$ cat src/rtl/mips_pc_pkg.sv
// Shared types and constants for the MIPS program-counter sequencer.
package mips_pc_pkg;

  typedef enum logic [2:0] {
    SEL_SEQ,
    SEL_BRANCH,
    SEL_JUMP,
    SEL_RET,
    SEL_ERET,
    SEL_EXC,
    SEL_HOLD
  } next_pc_sel_e;

  localparam logic [31:0] DEFAULT_RESET_VECTOR = 32'h0000_0000;
  localparam logic [31:0] DEFAULT_EXC_VECTOR   = 32'h8000_0180;

  // Pointer width for a return stack of the given depth (at least one bit).
  function automatic int RAS_PTR_W(input int depth);
    return (depth > 1) ? $clog2(depth) : 1;
  endfunction

endpackage

$ cat src/rtl/mips_return_stack.sv
// Circular return-address stack with a top pointer and saturating count.
// When full, a push overwrites the oldest entry. Pop on an empty stack is a no-op.
// Pop and push in the same cycle replace the top entry (count unchanged),
// or behave as a plain push when the stack is empty.
module mips_return_stack
  import mips_pc_pkg::*;
#(
  parameter int WIDTH = 32,
  parameter int DEPTH = 4
) (
  input  logic                       CLK,
  input  logic                       RST_N,
  input  logic                       push,
  input  logic                       pop,
  input  logic [WIDTH-1:0]           push_data,
  output logic [WIDTH-1:0]           top,
  output logic [RAS_PTR_W(DEPTH):0]  count
);

  localparam int PW = RAS_PTR_W(DEPTH);
  localparam logic [PW:0] FULL = (PW+1)'(DEPTH);

  logic [WIDTH-1:0] mem [DEPTH];
  logic [PW-1:0]    ptr;
  logic [PW-1:0]    ptr_nxt;
  logic [PW:0]      cnt_nxt;
  logic [PW-1:0]    wr_idx;
  logic             wr_en;

  assign top = mem[ptr];

  // Next pointer/count: pop first, then push on top of the popped state.
  always_comb begin
    ptr_nxt = ptr;
    cnt_nxt = count;
    wr_en   = 1'b0;
    wr_idx  = ptr;
    if (pop && (count != '0)) begin
      ptr_nxt = ptr - 1'b1;
      cnt_nxt = count - 1'b1;
    end
    if (push) begin
      wr_en   = 1'b1;
      wr_idx  = ptr_nxt + 1'b1;
      ptr_nxt = ptr_nxt + 1'b1;
      if (cnt_nxt != FULL) cnt_nxt = cnt_nxt + 1'b1;
    end
  end

  // Stack storage, pointer and count registers.
  always_ff @(posedge CLK or negedge RST_N) begin
    if (!RST_N) begin
      for (int i = 0; i < DEPTH; i++) mem[i] <= '0;
      ptr   <= '0;
      count <= '0;
    end else begin
      if (wr_en) mem[wr_idx] <= push_data;
      ptr   <= ptr_nxt;
      count <= cnt_nxt;
    end
  end

endmodule

$ cat src/rtl/mips_pc_sequencer.sv
// Program-counter unit: fixed-priority next-PC selection, alignment trap,
// PC and EPC registers, and a return-address stack for call/return.
module mips_pc_sequencer
  import mips_pc_pkg::*;
#(
  parameter int                    ADDR_WIDTH   = 32,
  parameter logic [ADDR_WIDTH-1:0] RESET_VECTOR = ADDR_WIDTH'(DEFAULT_RESET_VECTOR),
  parameter logic [ADDR_WIDTH-1:0] EXC_VECTOR   = ADDR_WIDTH'(DEFAULT_EXC_VECTOR),
  parameter int                    INSTR_BYTES  = 4,
  parameter int                    RAS_DEPTH    = 4
) (
  input  logic                         CLK,
  input  logic                         RST_N,
  input  logic                         stall,
  input  logic                         branch_taken,
  input  logic [ADDR_WIDTH-1:0]        branch_target,
  input  logic                         jump,
  input  logic [ADDR_WIDTH-1:0]        jump_target,
  input  logic                         call,
  input  logic                         ret,
  input  logic [ADDR_WIDTH-1:0]        jr_target,
  input  logic                         exception,
  input  logic                         eret,
  output logic [ADDR_WIDTH-1:0]        current_ins_addr,
  output logic [ADDR_WIDTH-1:0]        pc_plus,
  output logic [ADDR_WIDTH-1:0]        epc,
  output logic                         misaligned,
  output logic [$clog2(RAS_DEPTH):0]   ras_count
);

  localparam logic [ADDR_WIDTH-1:0] ALIGN_MASK = ADDR_WIDTH'(INSTR_BYTES - 1);

  logic [ADDR_WIDTH-1:0] pc_q;
  logic [ADDR_WIDTH-1:0] epc_q;
  logic                  mis_q;
  logic [ADDR_WIDTH-1:0] ras_top;
  logic [ADDR_WIDTH-1:0] target;
  logic                  check_align;
  logic                  mis_now;
  logic                  ras_push;
  logic                  ras_pop;
  next_pc_sel_e          sel;

  assign current_ins_addr = pc_q;
  assign pc_plus          = pc_q + ADDR_WIDTH'(INSTR_BYTES);
  assign epc              = epc_q;
  assign misaligned       = mis_q;

  // Fixed-priority source selection; exception is the only thing that beats stall.
  always_comb begin
    if (exception)         sel = SEL_EXC;
    else if (stall)        sel = SEL_HOLD;
    else if (eret)         sel = SEL_ERET;
    else if (ret)          sel = SEL_RET;
    else if (jump)         sel = SEL_JUMP;
    else if (branch_taken) sel = SEL_BRANCH;
    else                   sel = SEL_SEQ;
  end

  // Target mux; only redirected targets are subject to the alignment check.
  always_comb begin
    target      = pc_plus;
    check_align = 1'b0;
    case (sel)
      SEL_BRANCH: begin target = branch_target; check_align = 1'b1; end
      SEL_JUMP:   begin target = jump_target;   check_align = 1'b1; end
      SEL_RET: begin
        target      = (ras_count != '0) ? ras_top : jr_target;
        check_align = 1'b1;
      end
      SEL_ERET:   begin target = epc_q;         check_align = 1'b1; end
      default:    begin target = pc_plus;       check_align = 1'b0; end
    endcase
  end

  assign mis_now  = check_align && ((target & ALIGN_MASK) != '0);
  // A link is pushed for JAL, and for JALR (ret with jump+call); the pop happens first.
  assign ras_push = call && jump && ((sel == SEL_RET) || (sel == SEL_JUMP));
  assign ras_pop  = (sel == SEL_RET);

  mips_return_stack #(
    .WIDTH (ADDR_WIDTH),
    .DEPTH (RAS_DEPTH)
  ) u_ras (
    .CLK       (CLK),
    .RST_N     (RST_N),
    .push      (ras_push),
    .pop       (ras_pop),
    .push_data (pc_plus),
    .top       (ras_top),
    .count     (ras_count)
  );

  // PC, EPC and misalignment-pulse registers.
  always_ff @(posedge CLK or negedge RST_N) begin
    if (!RST_N) begin
      pc_q  <= RESET_VECTOR;
      epc_q <= '0;
      mis_q <= 1'b0;
    end else begin
      case (sel)
        SEL_EXC: begin
          pc_q  <= EXC_VECTOR;
          epc_q <= pc_q;
          mis_q <= 1'b0;
        end
        SEL_HOLD: begin
          mis_q <= 1'b0;
        end
        default: begin
          if (mis_now) begin
            pc_q  <= EXC_VECTOR;
            epc_q <= pc_q;
            mis_q <= 1'b1;
          end else begin
            pc_q  <= target;
            mis_q <= 1'b0;
          end
        end
      endcase
    end
  end

endmodule

$ cat config.mk
export PLATFORM = sky130hd
export DESIGN_NAME = mips_pc_sequencer
export DESIGN_NICKNAME = d
export VERILOG_FILES = /design/src/rtl/mips_pc_pkg.sv /design/src/rtl/mips_return_stack.sv /design/src/rtl/mips_pc_sequencer.sv
export SDC_FILE = /design/constraint.sdc
export NUM_CORES = 1
export LEC_CHECK = 0
export BUFFER_PORTS_ARGS = -buffer_cell sky130_fd_sc_hd__buf_4
export CORE_ASPECT_RATIO = 0.6
export CORE_MARGIN = 4
export CORE_UTILIZATION = 55
export CTS_CLUSTER_DIAMETER = 100
export DETAILED_ROUTE_END_ITERATION = 10
export GPL_ROUTABILITY_DRIVEN = 0
export HOLD_SLACK_MARGIN = 0.15
export PLACE_DENSITY = 0.9
export SYNTH_ARGS = -nofsm -noshare
export SYNTH_HDL_FRONTEND = slang
export SYNTH_SLANG_ARGS = --single-unit
$ cat constraint.sdc
create_clock -name CLK -period 5.9 [get_ports CLK]
set_input_delay 0.59 -clock CLK [delete_from_list [all_inputs] [get_ports CLK]]
set_output_delay 0.59 -clock CLK [all_outputs]
set_load 0.005 [all_outputs]
==> summary.txt <==
Number of synthesized flops with an enable pin -> 0
Nets -> 1298
Antenna-violating nets left -> 0
Max Fanout on Critical Path -> 9
Final TNS setup -> 0 ns
RSZ-0062 raised after global routing -> false
Worst-path clk slew -> 0.08 ns
Pre-CTS WS -> 2.37 ns
Syn_nets -> 1137
Register bit total from synthesis -> 198
Peak VDD IR -> 0.214 mV
Most common cell after layout, fill and taps aside -> buf_4
Post-Syn Area -> 0.0104 mm²
DIE HEIGHT -> 115 µm
Setup bufs post-CTS -> 0
Post-Layout Cell Count -> 1441
# H-tree levels -> 4
Worst reg2reg path endpoint -> current_ins_addr[25]
Max Cap Viol -> 0
Final worst-path cycle share -> 70.2%
Syn_area_per_cell -> 10.2 µm²
Crit path setup slack, layout -> 1.76 ns
Layout cell share with drive strength beyond 1 -> 29.5%
Vias in the first global route -> 9414
CTS Sinks -> 198
F_max -> 0.242 GHz
HPWL after DPL -> 23.3 mm
First-pass GRT wire length -> 52.5 mm
Final WL -> 34.2 mm
Number of cells after detailed placement -> 1409
Nature of the critical path endpoint -> output pin
Leakage -> 5.93 nW
Register-to-Register Path Depth -> 8
Standard-cell rows -> 38
Commonest non-fill, non-tap cells in the layout -> 218 x buf_4, 197 x dfrtp_1, 171 x nand2_1
Min-delay worst type -> in2async
CP Class -> reg2out
CTS Hold Bufs -> 0
# IOs -> 205
Final min period -> 4.14 ns
Seq/Total Area, Yosys -> 47.4%
Drt first pass iters -> 6
Crit path DAT -> 3.55 ns
# port buffers -> 204
Ys flop type -> dfrtp_1
Slew Limit Fails -> 0
Drt wl/cell -> 23.7 µm
Clock Tree Root -> clkbuf_16
Area Overhead vs Synth -> 21.0%
Headroom to the max-slew limit -> 20.5%
Initial Utilization -> 56.9%
Clk_lat worst skew -> 0.44 ns
Status -> completed
Maximum clock path buffer count -> 2
Die area -> 0.0213 mm²
Post-DP Area -> 0.0120 mm²
R2R Path Start -> u_ras.count[0]
Worst reg-to-reg setup slack -> 2.36 ns
Largest net degree at the start of global routing -> 83
# diodes -> 0
Vias -> 9458
Cell Pwr Density -> 339 mW/mm²
Netlist cell types -> 65
Worst Tran Pin Value -> 1.19 ns
GRT Total Usage -> 31.9%
# fillers -> 1332
Startpoint class of the critical path -> flip-flop
Reg area -> 0.00496 mm²
Mapped Cells -> 1027
Residual overflow from global routing -> 0
Setup violations, final -> 0
CTS tree -> yes
Die width -> 186 µm
Yosys Warn Count -> 0
Final Hold Fails -> 0
Post-CTS sizing -> 0
Avg Vias per Cell -> 6.56
Clk_skew -> 0.0128 ns
Final std cell area, no fill -> 0.0126 mm²
Share of flip-flops with an asynchronous set or reset -> 100%
Initial drt markers -> 1208
Antenna violations before repair -> 0
Worst Path Required -> 5.31 ns
Total CTS buffers -> 17
Multi-input gate area -> 0.00493 mm²
Core area -> 0.0184 mm²
DR DRC count -> 0
[power breakdown]
part / internal [mW] / switching [mW]
Clock: 0.653 / 0.582
Combinational: 0.586 / 0.683
Sequential: 1.59 / 0.197
[sequential cells by signal, summed over array words and instances, names as in the netlist]
signal	cells
misaligned	1
epc	32
current_ins_addr	32
u_ras.count	3
u_ras.ptr	2
u_ras.mem	128
[worst max-delay path, cell delays in order, from the launching register on]
cell and delay (ns):
dfrtp_1 0.64, ha_1 0.30, nand4_1 0.26, nor2_1 0.53, nand2_1 0.22, or4_1 0.49
xor2_1 0.43, inv_1 0.08, buf_4 0.15
[worst max path at each step]
stage / from / to / slack [ns] / cells past startpoint
2_1_floorplan: current_ins_addr[2] / pc_plus[22] / 3.24 / 7
3_3_place_gp: current_ins_addr[2] / pc_plus[22] / 2.42 / 8
5_1_grt: current_ins_addr[2] / pc_plus[22] / 1.61 / 8
3_5_place_dp: stall / u_ras.mem[2] / 2.37 / 7
4_1_cts: current_ins_addr[2] / pc_plus[22] / 1.93 / 8
6_report: current_ins_addr[2] / pc_plus[22] / 1.76 / 8
[per-layer routing]
layer  GRT usage (%)  part of all wire (%)
met1            44.5                    40
met2            47.6                    44
met3            10.6                    12
met4            11.1                   3.1
met5               0                     0
[through the flow]
stage / power, mW / hold WS [ns] / util, %
2_1_floorplan: 2.57 / 0.294 / -
3_3_place_gp: 2.97 / 0.455 / 65.5
3_5_place_dp: 3.03 / 0.464 / 65.5
4_1_cts: 4.27 / 0.214 / 68.9
5_1_grt: 4.48 / 0.236 / 68.9
6_report: 4.29 / 0.190 / 68.9
[final cells by class]
class | count | share of cell area (%)
clock inverter | 15 | 1.61
tap | 240 | 2.38
timing repair buffer | 219 | 13.1
clock buffer | 17 | 3.37
sequential | 198 | 39.2
multi-input combinational | 705 | 39.0
inverter | 47 | 1.40
[cells in the mapped netlist, drive strengths merged (8+ instances only)]
library cell	instances	area, µm²
dfrtp	198	4950
nand2	171	642
o21ai	124	688
a21oi	72	360
nor2	53	215
inv	47	176
buf	40	282
clkbuf	37	140
mux4	32	721
mux2	30	428
xnor2	23	209
mux2i	18	180
a221o	16	160
nand3	16	85.1
nor3	14	81.3
a211oi	12	90.1
xor2	11	96.3
nand4	10	62.6
a221oi	9	78.8
o211ai	8	60.1
[kinds of logic after synthesis]
group	Yosys count	share of synthesized area (%)
flops	198	47.4
xor+xnor	34	2.92
simple gates	296	12.6
fa+ha+maj	5	0.599
mux	80	12.7
buf+inv	124	5.73
compound gates	290	17.9
Power figures use the tool's default switching activity.
